==> config.mk <==
export PLATFORM = sky130hd
export DESIGN_NAME = mem_wb_nway
export DESIGN_NICKNAME = d
export VERILOG_FILES = /design/src/rtl/mem_wb_nway_pkg.sv /design/src/rtl/mem_wb_nway_excp_check.sv /design/src/rtl/mem_wb_nway.sv
export SDC_FILE = /design/constraint.sdc
export NUM_CORES = 1
export LEC_CHECK = 0
export CORE_AREA = 3 3 217 219
export DETAILED_ROUTE_END_ITERATION = 6
export DIE_AREA = 0 0 220 222
export PLACE_DENSITY = 0.69
export RECOVER_POWER = 50
export SKIP_LAST_GASP = 1
export SYNTH_ARGS = -nofsm -noshare
export SYNTH_HDL_FRONTEND = slang
export SYNTH_SLANG_ARGS = --single-unit
==> constraint.sdc <==
create_clock -name clk -period 2.8 [get_ports clk]
set_input_delay 0.56 -clock clk [delete_from_list [all_inputs] [get_ports clk]]
set_output_delay 0.56 -clock clk [all_outputs]
set_load 0.1 [all_outputs]
==> src/rtl/mem_wb_nway_pkg.sv <==
// mem_wb_nway_pkg: shared MEM/WB pipeline types, DMW bit positions and helpers (DIFFTEST_EN adds difftest lane fields)
package mem_wb_nway_pkg;
  localparam int DW = 32;
  localparam int PLV0 = 0;
  localparam int PLV3 = 3;
  localparam int VSEG = 29;
  typedef struct packed {
    logic valid;
    logic [DW-1:0] pc;
    logic [31:0] instr;
    logic [4:0] waddr;
    logic we;
    logic [DW-1:0] wdata;
    logic load_op;
    logic store_op;
    logic excp;
    logic [9:0] excp_num;
    logic is_last_in_block;
  } mem_lane_t;
  typedef struct packed {
    logic found;
    logic v;
    logic d;
    logic [1:0] plv;
  } tlb_lane_t;
  typedef struct packed {
    logic [1:0] plv;
    logic da;
    logic pg;
    logic [31:0] dmw0;
    logic [31:0] dmw1;
  } csr_trans_t;
  typedef struct packed {
    logic valid;
    logic [DW-1:0] pc;
    logic [31:0] instr;
    logic [4:0] waddr;
    logic we;
    logic [DW-1:0] wdata;
    logic excp;
    logic [15:0] excp_num;
`ifdef DIFFTEST_EN
    logic inst_ld_en;
    logic inst_st_en;
    logic [DW-1:0] ld_paddr;
    logic [DW-1:0] st_paddr;
    logic [DW-1:0] st_data;
`endif
  } wb_lane_t;
  function automatic logic dmw_hit(input logic en0, input logic en3, input logic [2:0] vseg,
                                   input logic [1:0] plv, input logic [2:0] seg);
    return ((en0 && plv == 2'd0) || (en3 && plv == 2'd3)) && seg == vseg;
  endfunction
endpackage

==> src/rtl/mem_wb_nway_excp_check.sv <==
// mem_excp_check: per-lane DMW/TLB translation exception classification
import mem_wb_nway_pkg::*;
module mem_excp_check (
  input  csr_trans_t  csr,
  input  tlb_lane_t   tlb,
  input  logic        ld,
  input  logic        st,
  input  logic [2:0]  va_seg,
  input  logic        in_excp,
  input  logic [9:0]  in_num,
  output logic        excp,
  output logic [15:0] excp_num
);
  logic dmw0_en, dmw1_en, trans_en, tlbr, pil, pis, ppi, pme, adem, unused;
  assign unused = ^{csr.dmw0, csr.dmw1};
  assign dmw0_en = dmw_hit(csr.dmw0[PLV0], csr.dmw0[PLV3], csr.dmw0[VSEG+:3], csr.plv, va_seg);
  assign dmw1_en = dmw_hit(csr.dmw1[PLV0], csr.dmw1[PLV3], csr.dmw1[VSEG+:3], csr.plv, va_seg);
  assign trans_en = !csr.da && csr.pg && !dmw0_en && !dmw1_en;
  assign tlbr = trans_en && (ld || st) && !tlb.found;
  assign pil = trans_en && ld && !tlb.v;
  assign pis = trans_en && st && !tlb.v;
  assign ppi = trans_en && (ld || st) && tlb.v && csr.plv > tlb.plv;
  assign pme = trans_en && st && tlb.v && csr.plv <= tlb.plv && !tlb.d;
  assign adem = 1'b0;
  assign excp_num = {pil, pis, ppi, pme, tlbr, adem, in_num};
  assign excp = pil || pis || ppi || pme || tlbr || adem || in_excp;
endmodule

==> src/rtl/mem_wb_nway.sv <==
// mem_wb_nway: N-lane MEM->WB register with skid buffer and precise TLB exceptions (DIFFTEST_EN adds difftest fields)
import mem_wb_nway_pkg::*;
module mem_wb_nway #(
  parameter int ISSUE_WIDTH = 2,
  parameter int DATA_WIDTH = DW
) (
  input  logic                        clk,
  input  logic                        rst,
  input  logic                        flush,
  input  logic                        in_valid,
  output logic                        in_ready,
  input  mem_lane_t [ISSUE_WIDTH-1:0] in_lane,
  input  tlb_lane_t [ISSUE_WIDTH-1:0] tlb_lane,
  input  csr_trans_t                  csr_in,
  output logic                        out_valid,
  input  logic                        out_ready,
  output wb_lane_t [ISSUE_WIDTH-1:0]  out_lane,
  output logic                        out_is_last_in_block
);
  if (DATA_WIDTH != DW) begin : g_bad_width
    $error("DATA_WIDTH must match the package lane width");
  end
  wb_lane_t [ISSUE_WIDTH-1:0] cap_lane, main_lane, skid_lane;
  logic [ISSUE_WIDTH-1:0] lane_excp;
  logic [15:0] lane_num [ISSUE_WIDTH];
  logic kill, cap_any, cap_last, take, main_v, main_last, skid_v, skid_last;
  genvar i;
  for (i = 0; i < ISSUE_WIDTH; i++) begin : g_lane
    mem_excp_check u_chk (
      .csr(csr_in), .tlb(tlb_lane[i]), .ld(in_lane[i].load_op), .st(in_lane[i].store_op),
      .va_seg(in_lane[i].wdata[31:29]), .in_excp(in_lane[i].excp), .in_num(in_lane[i].excp_num),
      .excp(lane_excp[i]), .excp_num(lane_num[i])
    );
  end
  // capture view: lanes after the first excepting valid lane are squashed
  always_comb begin
    kill = 1'b0;
    cap_any = 1'b0;
    cap_last = 1'b0;
    cap_lane = '0;
    for (int k = 0; k < ISSUE_WIDTH; k++) begin
      cap_lane[k].valid = in_lane[k].valid && !kill;
      cap_lane[k].pc = in_lane[k].pc;
      cap_lane[k].instr = in_lane[k].instr;
      cap_lane[k].waddr = in_lane[k].waddr;
      cap_lane[k].we = in_lane[k].we && !kill;
      cap_lane[k].wdata = in_lane[k].wdata;
      cap_lane[k].excp = lane_excp[k];
      cap_lane[k].excp_num = lane_num[k];
`ifdef DIFFTEST_EN
      cap_lane[k].inst_ld_en = in_lane[k].load_op;
      cap_lane[k].inst_st_en = in_lane[k].store_op;
      cap_lane[k].ld_paddr = in_lane[k].load_op ? in_lane[k].wdata : '0;
      cap_lane[k].st_paddr = in_lane[k].store_op ? in_lane[k].wdata : '0;
      cap_lane[k].st_data = in_lane[k].store_op ? in_lane[k].wdata : '0;
`endif
      cap_any = cap_any || cap_lane[k].valid;
      cap_last = cap_last || (cap_lane[k].valid && in_lane[k].is_last_in_block);
      kill = kill || (in_lane[k].valid && lane_excp[k]);
    end
  end
  assign in_ready = !skid_v;
  assign take = in_valid && !skid_v && cap_any;
  // main/skid registers: refill main on drain (skid first), otherwise park the new bundle in skid
  always_ff @(posedge clk) begin
    if (rst) begin
      main_v <= 1'b0;
      skid_v <= 1'b0;
      main_lane <= '0;
      skid_lane <= '0;
      main_last <= 1'b0;
      skid_last <= 1'b0;
    end else if (flush) begin
      main_v <= 1'b0;
      skid_v <= 1'b0;
    end else if (!main_v || out_ready) begin
      main_v <= skid_v || take;
      main_lane <= skid_v ? skid_lane : cap_lane;
      main_last <= skid_v ? skid_last : cap_last;
      skid_v <= 1'b0;
    end else if (take) begin
      skid_v <= 1'b1;
      skid_lane <= cap_lane;
      skid_last <= cap_last;
    end
  end
  assign out_valid = main_v;
  assign out_lane = main_lane;
  assign out_is_last_in_block = main_v && main_last;
endmodule

; Word level (Yosys, flattened, before mapping)
; Cells that the tools add are included.
[classes]
n_lt_le_gt_ge = 4
n_eq_ne = 5
mux = 2
bitwise_logic = 2
reduce_logical = 80
[ops]
columns = op, n
row1 = two-way mux 240 bit, 1
row2 = logical AND 1 bit, 43
row3 = logical OR 1 bit, 18
row4 = logical NOT 1 bit, 14
row5 = == test 3 bit, 4
row6 = > comparator 2 bit, 2
row7 = less-or-equal comparator 2 bit, 2
row8 = AND reduction 3 bit, 1
row9 = OR reduction 3 bit, 1
row10 = "== test 2 bit, second input constant", 1
row11 = logical NOT 2 bit, 1
row12 = NOT 1 bit, 2
row13 = AND reduction 2 bit, 1
row14 = OR reduction 2 bit, 1
row15 = two-way mux 1 bit, 1
[word_totals]
reg_bits = 482
inputBits = 317
out_inout_bits = 243
wordCells = 129

; Depth between registers and ports, before layout
; Gate-level depths: netlist (run 1).
[depth]
depth_word = 20
mapped_depth = 8

; Hierarchy
; A second synthesis (run 1) with hierarchy kept.
[unflattened]
hier_cells = 2320
area_unflattened_um2 = 21007.6
[by_module_without_submodules]
columns = mod, n_inst, cells_per_inst, area_each_um2, seq_area_each_um2
row1 = mem_wb_nway, 1, 2216, 20181.9, 9689.3
row2 = mem_excp_check, 2, 52, 412.9, 0.0

; Worst setup path after synthesis (run 1)
; OpenSTA, ideal clock, no wires.
[synth_path]
kind = flip-flop to output port
from = register main_v (netlist: out_valid)
to = output out_is_last_in_block
t_arrival_ps = 1809
required_time_ps = 2240
path_slack_ps = 431
path_stages_with_launch = 2
n_path_buf = 0
cell_sequence = dfxtp_1 -> and2_1
[synth_via]
elab_chain_len = 1
[synth_rtl]
columns = item, line
row1 = from (decl), mem_wb_nway.sv:26  ; logic kill, cap_any, cap_last, take, main_v, main_last, skid_v, skid_last;
row2 = from (signal assigned), mem_wb_nway.sv:77  ; main_v <= skid_v || take;
row3 = logical AND 1 bit, mem_wb_nway.sv:89  ; assign out_is_last_in_block = main_v && main_last;
row4 = to (decl), mem_wb_nway.sv:18  ; output logic out_is_last_in_block
; Every way passes these cells.

; Worst setup path after layout (run 1)
[layout_path]
from = input out_ready
to = register skid_lane[19] (netlist bit)
[layout_via]
elab_chain_len = 3
[layout_rtl]
columns = item, line
row1 = from (decl), mem_wb_nway.sv:16  ; input logic out_ready,
row2 = logical OR 1 bit, mem_wb_nway.sv:76  ; end else if (!main_v || out_ready) begin
row3 = NOT 1 bit (no source line), n/a
row4 = AND reduction 3 bit (no source line), n/a
row5 = to (signal assigned), mem_wb_nway.sv:83  ; skid_lane <= cap_lane;
row6 = to (decl), mem_wb_nway.sv:23  ; wb_lane_t [ISSUE_WIDTH-1:0] cap_lane, main_lane, skid_lane;
; Every way passes these cells.
; A chain may end at the register's enable or synchronous reset.

==> reports/summary.txt, run 1 <==
post-synth top area share: 0.500
Synth Instances: 2,190
DP Wirelength: 39,600 um
DR WL/cell: 17.9 um
Setup violations, final: 0
Worst-path clk slew: 0.06 ns
hold path depth: 2
flops & latches, synth: 480
crit path max fanout: 64
IR drop worst, VDD: 545 uV
DIE HEIGHT: 222 um
initial antenna violation count: 15
total global routing overflow: 0
antenna-violating nets left: 0
Reg-to-Reg End: out_lane[229]
Clock Path Buffers: 3
Seq/Total Area, Yosys: 0.500
CTS Sinks: 480
CP endpoint kind: flip-flop
Critical R2R Launch: skid_v
Max Clock Freq: 406 MHz
total power: 17.2 mW
Clk Tree Root Cell: clkbuf_16
Worst Max-Slew Pin Slew: 1.40 ns
Pins Over Slew Limit: 0
fin cells: 3,250
Mapped Avg Cell Area: 8.77 sq um
Synth area leaders: dfxtp_1, mux2i_1, a211oi_1
R2R cell count: 3
Tcrit/Tclk final: 0.879
CTS tree: done
max cap viols: 0
H-tree levels: 2
post-DR vias/cell: 5.18
cell-by-cell trace of the critical path: dlygate4sd3_1 > nand2b_1 > or4_1 > buf_4 > nand2_1 > a21oi_1
WP data required: 3.24 ns
post-cts sizing count: 0
DR DRC count: 0
dpl cell area: 24,200 sq um
I/O pin total: 560
ys async rst share: 0
final hold viol count: 0
Area Growth Syn to Fin: 29.3%
layout cells sized above 1: 0.0526
nets: 2,926
Num CTS Buffers: 51
vias: 16,800
WP buf/inv: 2
slew margin rel.: 0.0633
status: completed
Overall Global Routing Usage: 0.226
R2R setup slack: 0.52 ns
aggregate routed wire length: 58,000 um
IO Port Bufs: 503
Worst Path Class, Setup: in -> reg
vias in the first global route: 16,200
worst hold-check path type: in -> reg
Die Area: 48,800 sq um
total core area: 45,300 sq um
CP startpoint kind: input port
Yosys Warn Count: 0
# rows: 78
Final Skew: 0.0157 ns
CP delay by family, top: simple AND/OR/NAND/NOR gates
fin util: 0.548
Leak: 8.29 nW
DRT iter0 DRCs: 1,009
initial core utilization: 0.424
Post-synth EDFFs: 0
post-synthesis cell area: 19,200 sq um
Detailed Routing Iterations Pass 1: 5
CP max stage delay: 0.82 ns
routability cong.: 0.817
Post-CTS Setup Bufs: 0
synth unique cells: 46
Synth area leader: dfxtp_1
ys flop type: dfxtp_1
global-route wire length before repair: 89,000 um
cell at the slowest stage of the critical path: or4_1
CTS Hold Buffers Added: 0
Arr. time, crit path: 2.90 ns
Clk Latency, worst-skew pair: 0.57 ns
die width: 220 um
Hold Path Origin: rst
post-layout min period: 2.46 ns
Cell Count Post-Placement: 3,152
RSZ-0062 raised after global routing: false
WHS Endpoint: skid_lane[100]
PwrDens: 693 nW/um^2
largest net degree at the start of global routing: 147
Final Cell Area: 24,800 sq um
[cells in the mapped netlist, types with 2 or more instances]
cell type / n
clkbuf_1: 87
o21ai_1: 3
nor3_1: 2
nor2b_1: 5
nor2_1: 251
and3_1: 4
nor4_1: 2
or4_1: 2
xnor2_1: 12
nor3b_1: 5
buf_6: 3
a211oi_1: 234
nand4_1: 2
nor4_2: 2
a41o_1: 2
a22oi_1: 5
o22ai_1: 6
ha_1: 4
buf_1: 2
o21ai_0: 8
buf_4: 33
or3_1: 3
a31o_2: 2
o21a_1: 2
mux2i_1: 225
nand2_1: 461
buf_2: 64
a21oi_1: 239
inv_1: 5
nand2b_1: 4
nand3b_1: 9
dfxtp_1: 480
and2_1: 3
nand3_1: 7
[state kept, by name, summed over array words and instances (netlist names)]
name / count
skid_lane: 238
out_lane: 238
out_valid: 1
skid_last: 1
skid_v: 1
main_last: 1
[worst register-to-register path, cell delays in order (launching register included)]
cell      delay (ns)
dfxtp_1         0.49
buf_6           0.89
mux2i_1         0.54
a211oi_1        0.28
[how the worst max path moves through the flow]
stage           startpoint                   end  slack, ns  cells past startpoint
6_report         out_ready         skid_lane[19]       0.34                      6
5_1_grt          out_ready        skid_lane[109]       0.20                      7
4_1_cts        tlb_lane[1]        skid_lane[239]       0.45                     10
3_5_place_dp   tlb_lane[1]        skid_lane[239]      -0.17                     10
3_3_place_gp   tlb_lane[1]        skid_lane[239]      -0.16                     10
2_1_floorplan    out_valid  out_is_last_in_block       0.43                      1
[placed cells by master (no fill, tap or decap), types with 6 or more instances in the layout]
master / synthesis / routed
mux2i_1: 225 / 225
nor2_1: 251 / 251
xnor2_1: 12 / 12
clkbuf_16: 0 / 54
clkbuf_2: 0 / 11
buf_12: 0 / 20
nand3b_1: 9 / 9
dfxtp_1: 480 / 480
buf_4: 33 / 24
diode_2: 0 / 7
o21ai_0: 8 / 8
nand3_1: 7 / 7
clkbuf_1: 87 / 246
a21oi_1: 239 / 239
clkdlybuf4s50_1: 0 / 260
a211oi_1: 234 / 234
nand2_1: 461 / 461
o22ai_1: 6 / 6
clkbuf_8: 0 / 12
[cell families after synthesis]
group / after synthesis / synth area share
AND/OR/NAND/NOR: 764 / 0.157
AO/OA/AOI/OAI: 509 / 0.167
flip-flops: 480 / 0.500
multiplexers: 225 / 0.117
buffers and inverters: 195 / 0.0499
XOR/XNOR: 12 / 0.00547
adder cells (fa/ha/maj): 4 / 0.00261
other: 1 / 0.000195
[power by group]
group	switching [mW]	internal, mW	total (mW)
Sequential	0.150	7.11	7.26
Combinational	2.65	0.754	3.40
Clock	2.71	3.84	6.55
Total	5.51	11.7	17.2
[layer usage]
layer  GRT usage  share of wire  vias to the layer above  wire length [um]
li1            -              -                     8382                 -
met2       0.369           0.46                      453             27000
met4      0.0814          0.028                       14              1640
met5           0         0.0015                        -                86
met1       0.275           0.42                     7876             24100
met3      0.0789          0.090                      107              5210
[area by class of cell]
type                            count  area [sq um]
Inverter                            6          22.5
Clock inverter                      6          38.8
Clock buffer                       85          1590
Sequential cell                   480          9610
Tap cell                          600           751
Timing Repair Buffer              550          4160
Antenna cell                        7          17.5
Multi-Input combinational cell   1516          8650
Fill cell                        4294         20400
[per-stage QoR]
| step | hold slack [ns] | worst slack, ns | TNS (ns) |
|---|---|---|---|
| 2_1_floorplan | 0.431 | 0.431 | 0 |
| 3_3_place_gp | 0.440 | -0.163 | -0.837 |
| 3_5_place_dp | 0.443 | -0.167 | -0.865 |
| 4_1_cts | 0.402 | 0.447 | 0 |
| 5_1_grt | 0.439 | 0.197 | 0 |
| 6_report | 0.442 | 0.337 | 0 |
Note: power is estimated with default switching activity, not from simulation.
==> inputs of run 2 (changes only) <==
Settings changed: SETUP_SLACK_MARGIN set to 0.15.
==> results of run 2 <==
No change in the layout: final DEF, timing and power equal those of run 1.
